--- src/rtl/fill_row_writer.sv ---
`default_nettype none
// ============================================================================
// Module   : fill_row_writer
// Brief    : Latches one row span on a fill_start request and issues one
//            framebuffer write per pixel, closing the row with fill_done.
// Revision : 1.0 - initial release
// ============================================================================
module fill_row_writer #(
    parameter int unsigned X_W     = 10,
    parameter int unsigned Y_W     = 9,
    parameter int unsigned COLOR_W = 24,
    parameter int unsigned X_MAX   = 640
) (
    input  logic               clk,
    input  logic               n_rst,
    input  logic               fill_start,
    input  logic [Y_W-1:0]     row_y,
    input  logic [X_W-1:0]     x_left,
    input  logic [X_W-1:0]     x_right,
    input  logic [Y_W-1:0]     y_last,
    input  logic [COLOR_W-1:0] fill_color,
    input  logic               wr_ready,
    output logic               wr_valid,
    output logic [X_W-1:0]     wr_x,
    output logic [Y_W-1:0]     wr_y,
    output logic [COLOR_W-1:0] wr_color,
    output logic               fill_done,
    output logic               fill_complete,
    output logic               busy
);

    localparam logic [1:0] S_IDLE    = 2'd0;
    localparam logic [1:0] S_WRITE   = 2'd1;
    localparam logic [1:0] S_DONE    = 2'd2;
    localparam logic [1:0] S_RELEASE = 2'd3;

    localparam logic [X_W-1:0] C_X_LAST = X_W'(X_MAX - 1);
    localparam logic [X_W-1:0] C_X_ONE  = X_W'(1);

    logic [1:0]         state_q, state_d;
    logic [X_W-1:0]     x_q, x_d;
    logic [X_W-1:0]     hi_q, hi_d;
    logic [Y_W-1:0]     y_q, y_d;
    logic [COLOR_W-1:0] color_q, color_d;
    logic               complete_q, complete_d;

    logic [X_W-1:0]     w_lo;
    logic [X_W-1:0]     w_max;
    logic [X_W-1:0]     w_hi;
    logic               w_empty;
    logic               w_accept;
    logic               w_hs;

    // Span normalisation: endpoints may arrive in either order, right edge clipped.
    always_comb begin
        w_lo     = (x_left <= x_right) ? x_left : x_right;
        w_max    = (x_left <= x_right) ? x_right : x_left;
        w_hi     = (w_max > C_X_LAST) ? C_X_LAST : w_max;
        w_empty  = (w_lo > C_X_LAST);
        w_accept = (state_q == S_IDLE) && fill_start;
        w_hs     = (state_q == S_WRITE) && wr_ready;
    end

    always_ff @(posedge clk or negedge n_rst) begin
        if (!n_rst) begin
            state_q <= S_IDLE;
        end else begin
            state_q <= state_d;
        end
    end

    always_comb begin
        state_d = state_q;
        case (state_q)
            S_IDLE: begin
                if (fill_start) begin
                    state_d = w_empty ? S_DONE : S_WRITE;
                end
            end
            S_WRITE: begin
                if (wr_ready && (x_q == hi_q)) begin
                    state_d = S_DONE;
                end
            end
            S_DONE: begin
                state_d = S_RELEASE;
            end
            S_RELEASE: begin
                // Holds off re-acceptance so a still-high request yields one fill_done.
                if (!fill_start) begin
                    state_d = S_IDLE;
                end
            end
            default: begin
                state_d = S_IDLE;
            end
        endcase
    end

    always_comb begin
        wr_valid  = (state_q == S_WRITE);
        fill_done = (state_q == S_DONE);
        busy      = (state_q != S_IDLE);
    end

    always_comb begin
        x_d        = x_q;
        hi_d       = hi_q;
        y_d        = y_q;
        color_d    = color_q;
        complete_d = complete_q;
        if (w_accept) begin
            x_d        = w_lo;
            hi_d       = w_hi;
            y_d        = row_y;
            color_d    = fill_color;
            complete_d = (row_y >= y_last);
        end else if (w_hs && (x_q != hi_q)) begin
            x_d = x_q + C_X_ONE;
        end
    end

    always_ff @(posedge clk or negedge n_rst) begin
        if (!n_rst) begin
            x_q        <= '0;
            hi_q       <= '0;
            y_q        <= '0;
            color_q    <= '0;
            complete_q <= 1'b0;
        end else begin
            x_q        <= x_d;
            hi_q       <= hi_d;
            y_q        <= y_d;
            color_q    <= color_d;
            complete_q <= complete_d;
        end
    end

    assign wr_x          = x_q;
    assign wr_y          = y_q;
    assign wr_color      = color_q;
    assign fill_complete = complete_q;

endmodule
`default_nettype wire

--- config.mk ---
export PLATFORM = sky130hd
export DESIGN_NAME = fill_row_writer
export DESIGN_NICKNAME = d
export VERILOG_FILES = /design/src/rtl/fill_row_writer.sv
export SDC_FILE = /design/constraint.sdc
export NUM_CORES = 1
export LEC_CHECK = 0
export CORE_ASPECT_RATIO = 0.75
export CORE_MARGIN = 1.5
export CORE_UTILIZATION = 45
export CTS_BUF_LIST = sky130_fd_sc_hd__clkbuf_4 sky130_fd_sc_hd__clkbuf_8 sky130_fd_sc_hd__clkbuf_16
export DETAILED_ROUTE_END_ITERATION = 8
export GPL_ROUTABILITY_DRIVEN = 0
export PLACE_DENSITY_LB_ADDON = 0.25
export SYNTH_ARGS = -nofsm -noshare
export SYNTH_HDL_FRONTEND = slang
export SYNTH_SLANG_ARGS = --single-unit
--- constraint.sdc ---
create_clock -name clk -period 2.2 [get_ports clk]
set_input_delay 0.44 -clock clk [delete_from_list [all_inputs] [get_ports clk]]
set_output_delay 0.44 -clock clk [all_outputs]
set_load 0.01 [all_outputs]
==> results of run 1 <==
-- flip-flops by register name (all words and copies together), names as in the netlist --
signal         flops
hi_q              10
state_q            2
wr_x              10
wr_color          24
wr_y               9
fill_complete      1
-- synthesized netlist by cell type (3+ instances only) --
cell type	n	area share
a21oi_1	4	0.0063
xor2_1	3	0.0082
nor2_1	21	0.025
or3_1	4	0.0078
buf_1	5	0.0059
inv_1	27	0.032
nand3_1	3	0.0047
o21ai_0	7	0.011
o21ai_1	3	0.0047
nand2_1	111	0.13
xnor2_1	16	0.044
dfrtp_1	56	0.44
a211oi_1	10	0.023
clkbuf_1	6	0.0070
nor3_1	12	0.019
a31oi_1	3	0.0059
nand4_1	5	0.0098
ha_1	25	0.098
mux2i_1	23	0.072
-- area by class of cell --
class	count	share of cell area
clock buffers	5	0.0136
clock inverters	3	0.00371
inverters	27	0.0215
multi-input cells	266	0.365
flip-flops and latches	56	0.277
well taps	84	0.0208
repair buffers	157	0.299
-- worst max-delay path by stage --
stage               startpoint      end  slack (ps)  depth (start not counted)
floorplan           x_right[3]  hi_q[7]          80                          9
global placement    x_right[5]  hi_q[8]        -470                         10
detailed placement  x_right[8]  hi_q[5]        -630                         11
CTS                 x_right[5]  hi_q[8]         -20                         10
global route        x_right[7]  hi_q[8]         -40                         12
finish              x_right[7]  hi_q[8]           8                         12
-- metrics by stage --
step | setup WS (ps) | utilization
floorplan | 82.6 | -
global placement | -468 | 0.684
detailed placement | -631 | 0.684
CTS | -18.8 | 0.729
global route | -41.3 | 0.740
finish | 8.50 | 0.740
-- power by group through the flow --
| stage | Combinational [mW] | Sequential [mW] | Clock (mW) |
|---|---|---|---|
| after floorplan | 1.24 | 2.07 | 0 |
| after global placement | 2.82 | 1.90 | 0 |
| after detailed placement | 2.89 | 1.92 | 0 |
| after CTS | 2.98 | 1.90 | 0.575 |
| after global routing | 3.32 | 1.97 | 0.604 |
| final | 3.04 | 1.90 | 0.555 |
-- cell families (layout without fill, tap and decap cells) --
kind of cell / Yosys count / after routing
AOI/OAI and AO/OA: 34 / 34
muxes: 23 / 23
and+or+nand+nor: 165 / 165
xor gates and xnor gates: 19 / 19
buffers and inverters: 40 / 192
adders and majority gates: 25 / 25
DFF: 56 / 56
-- what timing repair did --
action | CTS | global route
pin swaps | 5 | 13
setup endpoints to repair | 22 | 23
cloned | 2 | 0
hold buffers | 0 | 0
setup buffers | 4 | 6
endpoints found under the hold margin | 0 | 0
gates resized for setup | 60 | 42
-- metal layers --
metal  up-vias  GRT usage
met1      1464      0.339
met2        87      0.416
li1       1497          -
met4         0     0.0310
met3         8     0.0394
met5         -          0
==> impl_metrics.py, run 1 <==
metrics = {
    "layout": {
        "layout.nets": 604,
        "area_growth_syn_to_layout_pct": 58.0,
        "final_cell_mix": "111 x nand2_1, 91 x clkdlybuf4s50_1, 56 x dfrtp_1",
        "regArea_um2": 1400,
        "final_cells": 598,
        "multi_input_area_um2": 1840,
        "n_antenna_cell": 0,
        "final_common_cell": "nand2_1",
        "fillers": 497,
        "final_area_um2": 5060,
        "drive_above_1_share": 0.200,
    },
    "pwr": {
        "power_mw": 5.50,
        "power.internal_mw": 3.38,
        "share_comb_of_total_power": 0.554,
        "power.leakage_nw": 2.34,
        "clockPowerShare": 0.101,
        "switching_share": 0.386,
        "p_per_area_nw_per_um2": 1090,
        "p_sw_mw": 2.12,
        "ir_worst_vdd_v": 0.000610,
        "p_seq_frac": 0.345,
    },
    "synthesis": {
        "synth_compound_area_frac": 0.0778,
        "synth_cells": 362,
        "synthDistinctLibCells": 32,
        "synth_edf_count": 0,
        "postSynthAreaPerCell_um2": 8.84,
        "synthArstFlopShare": 1.00,
        "synth.cell_area_um2": 3200,
        "yosys.area_share.adder": 0.0978,
        "ys.flop_type": "dfrtp_1",
        "syn_nets": 453,
        "ys_ff_latch": 56,
        "synth_mux_area_frac": 0.0720,
        "synth_top_family_by_area": "simple AND/OR/NAND/NOR gates",
        "synthXorXnorAreaFrac": 0.0520,
        "synth_warnings": 0,
        "yosys.area_share.simple": 0.215,
        "ys_seq_area_frac": 0.438,
    },
    "grt": {
        "antenna_found_initial": 0,
        "grt_pass1_wl_um": 14700,
        "grt_pass1_vias": 3071,
        "grt_overflow": 0,
        "grt_start_max_net_pins": 31,
        "grt_usage": 0.244,
    },
    "critical_path": {
        "slowest_stage": "or3_1",
        "crit_family": "buffers and inverters",
        "start_kind": "input pin",
        "r2r_cells": 6,
        "regToRegSetupSlack_ps": 140,
        "critical_path_class": "in2reg",
        "cp_num_buf_inv": 6,
        "crit_arrival_ps": 2420,
        "crit_top_cell": "buf_4",
        "path_cells": "buf_8, inv_6, ha_4, nand4_1, buf_4, inv_2, a2111oi_4, a31oi_2, buf_4, clkbuf_16, or3_1, a31oi_1",
        "r2r-start": "wr_x[7]",
        "critical_path_required_ps": 2430,
        "critPathMaxStageDelay_ps": 340,
        "crit_fanout": 6,
        "cp-end-kind": "flop",
        "rr_endpoint": "state_q[0]",
    },
    "clock_network": {
        "cts_tree": "built",
        "clk_pin_slew_ps": 100,
        "cts_buffers": 5,
        "clock_path_buffers": 2,
        "htreeDepth": 2,
        "clk_latency_ps": 300,
        "cts.sink_count": 56,
        "root_buffer": "clkbuf_8",
    },
    "route": {
        "wl_met3_um": 389,
        "first_pass_iters": 4,
        "dr_wl_met2_um": 4550,
        "vias": 3056,
        "wl_met1_um": 4130,
        "drc": 0,
        "ant_nets": 0,
        "routed.top_layer": "met4",
        "via_per_inst": 5.11,
        "avgRoutedWirePerCell_um": 15.3,
        "first_iter_violations": 143,
        "wl_um": 9140,
    },
    "floorplan": {
        "die_h_um": 76.0,
        "num_rows": 26,
        "initial_core_util": 0.468,
        "dieArea_um2": 7630,
        "fp.dieW_um": 100,
        "coreArea_um2": 6830,
        "num_io_pins": 113,
    },
    "timing": {
        "setup_viol": 0,
        "slew_violations": 0,
        "hold_slack_ps": 154,
        "finClkSkew_ps": 3.14,
        "worstMarginPinSlew_ps": 657,
        "max_slew_margin": 0.562,
        "min_period_over_period": 0.996,
        "hold_viol_final": 0,
        "rsz0062_at_grt": "yes",
        "fin_tns_setup_ps": 0,
        "fmax_mhz": 456,
        "post-route-min-period_ps": 2190,
    },
    "placement": {
        "dp_cells": 578,
        "port_buffers": 112,
        "dp_hpwl_um": 6560,
        "place_area_um2": 4670,
    },
    "worst_hold_path": {
        "min_path_type": "in2async",
    },
    "job": {
        "drv_cap": 0,
    },
    "outcome": {
        "status": "finished clean",
    },
}
(Power assumes the default switching activity.)
==> inputs of run 2 (changes only) <==
- CORE_MARGIN: 1.5 -> unset
- CORE_UTILIZATION: 45 -> 47
- CTS_BUF_LIST: sky130_fd_sc_hd__clkbuf_4 sky130_fd_sc_hd__clkbuf_8 sky130_fd_sc_hd__clkbuf_16 -> sky130_fd_sc_hd__clkbuf_8
- TNS_END_PERCENT: unset -> 50
==> run 2 against run 1 <==
Compared with the run above: clock-buffer cell count grew 1; global-route usage up 3.1 points; critical path type is now reg2reg; setup slack improved by 42 ps; utilization up 3.7 points; critical endpoint is now state_q[0]; die area decreased by 6.4%.
==> impl_metrics.py, run 2 (same netlist as run 1, synthesis figures left out) <==
metrics = {
    "route": {
        "ant_nets": 0,
        "avgRoutedWirePerCell_um": 15.8,
        "wl_um": 9370,
        "vias": 3098,
        "via_per_inst": 5.24,
        "first_iter_violations": 148,
        "drc": 0,
        "first_pass_iters": 5,
    },
    "critical_path": {
        "r2r_cells": 6,
        "start_kind": "flop",
        "r2r-start": "wr_x[7]",
        "critPathMaxStageDelay_ps": 450,
        "critical_path_class": "reg2reg",
        "cp-end-kind": "flop",
        "crit_fanout": 6,
        "crit_family": "compound AO/OA/AOI/OAI gates",
        "rr_endpoint": "state_q[0]",
        "slowest_stage": "dfrtp_1",
        "crit_arrival_ps": 2350,
        "cp_num_buf_inv": 0,
        "critical_path_required_ps": 2400,
        "path_cells": "xnor2_1, nand4_1, o41ai_4, o2111a_2, o21ai_1, o22a_1",
        "regToRegSetupSlack_ps": 50,
    },
    "layout": {
        "final_common_cell": "nand2_1",
        "n_antenna_cell": 0,
        "postLayoutCoreUtil": 0.777,
        "area_growth_syn_to_layout_pct": 56.4,
        "layout.nets": 600,
        "drive_above_1_share": 0.198,
        "largest_reg_flops": 24,
        "final_cell_mix": "111 x nand2_1, 90 x clkdlybuf4s50_1, 56 x dfrtp_1",
        "fillers": 438,
    },
    "clock_network": {
        "cts_buffers": 5,
        "htreeDepth": 2,
        "cts.sink_count": 56,
        "cts_tree": "built",
        "clk_pin_slew_ps": 100,
        "clk_latency_ps": 310,
        "clock_path_buffers": 2,
        "root_buffer": "clkbuf_8",
    },
    "grt": {
        "grt_usage": 0.276,
        "grt_start_max_net_pins": 45,
        "grt_overflow": 0,
        "grt_pass1_vias": 3234,
        "antenna_found_initial": 0,
        "grt_pass1_wl_um": 15500,
    },
    "timing": {
        "rsz0062_at_grt": "yes",
        "fin_tns_setup_ps": 0,
        "max_slew_margin": 0.616,
        "post-route-min-period_ps": 2150,
        "slew_violations": 0,
        "min_period_over_period": 0.977,
        "setup_viol": 0,
        "fmax_mhz": 465,
        "hold_viol_final": 0,
        "finClkSkew_ps": 2.98,
        "worstMarginPinSlew_ps": 570,
    },
    "floorplan": {
        "initial_core_util": 0.497,
        "num_rows": 25,
        "dieArea_um2": 7140,
        "die_h_um": 73.5,
        "num_io_pins": 113,
        "fp.dieW_um": 97.3,
        "coreArea_um2": 6440,
    },
    "job": {
        "drv_cap": 0,
    },
    "outcome": {
        "status": "finished clean",
    },
    "pwr": {
        "p_per_area_nw_per_um2": 1120,
        "power.internal_mw": 3.46,
        "ir_worst_vdd_v": 0.000688,
        "p_seq_frac": 0.345,
        "switching_share": 0.380,
        "p_sw_mw": 2.12,
        "clockPowerShare": 0.128,
        "power.leakage_nw": 2.32,
        "share_comb_of_total_power": 0.527,
    },
    "worst_hold_path": {
        "min_path_type": "in2async",
    },
    "placement": {
        "port_buffers": 112,
        "dp_hpwl_um": 6530,
    },
}
## run 2: changes by cell type in the layout (fill, tap and decap cells not counted), moves of 2 or more
cell             change
buf_4                -7
buf_2                +4
buf_6                +4
a211oi_1             +3
a211oi_2             -3
clkdlybuf4s15_1      -3
inv_2                +3
clkinv_2             -2
## run 2: repair_timing
item,4_1_cts,5_1_grt
pin swaps,14,12
hold buffers,0,0
cloned,3,0
endpoints found under the hold margin,0,0
setup buffers,6,0
resized for setup,82,23
setup endpoints to repair,22,24
## run 2: stage by stage
step                cell area [um2]  hold slack, ps  cells  power (mW)  worst slack [ps]
detailed placement             4670             461    577        4.77              -573
finish                         5000             119    591        5.59              50.8
CTS                            5060             142    594        5.61              6.20
global placement               4670             457    577        4.67              -469
floorplan                      3200             144    362        3.31              82.6
global route                   5000             158    591        5.98              7.82
## run 2: cell type report
type                       instances  area (um2)  area share
multi-input combinational        266        1830       0.366
timing repair buffer             153        1450       0.289
sequential                        56        1400       0.280
inverter                          27         101      0.0202
tap                               81         101      0.0202
clock buffer                       6        82.6      0.0165
clock inverter                     2        38.8     0.00775
## run 2: how the worst max path moves through the flow
| stage | startpoint | to | slack [ps] | cells past startpoint |
|---|---|---|---|---|
| global route | x_right[1] | hi_q[9] | 8 | 10 |
| detailed placement | x_right[3] | hi_q[8] | -570 | 10 |
| CTS | x_left[9] | wr_x[6] | 6 | 10 |
| global placement | x_right[5] | hi_q[8] | -470 | 10 |
| floorplan | x_right[3] | hi_q[7] | 80 | 9 |
| finish | wr_x[7] | state_q[0] | 50 | 6 |
## run 2: routing by layer
layer / track usage / wire [um]
met4: 0.111 / 260
met3: 0.0599 / 537
met1: 0.356 / 4150
met5: 0 / 0
met2: 0.460 / 4420
## run 2: power by group through the flow
stage | clock network (mW) | registers, mW | logic, mW
4_1_cts | 0.733 | 1.92 | 2.95
3_5_place_dp | 0 | 1.94 | 2.83
6_report | 0.715 | 1.93 | 2.94
5_1_grt | 0.769 | 2.00 | 3.21
3_3_place_gp | 0 | 1.91 | 2.76
2_1_floorplan | 0 | 2.07 | 1.24
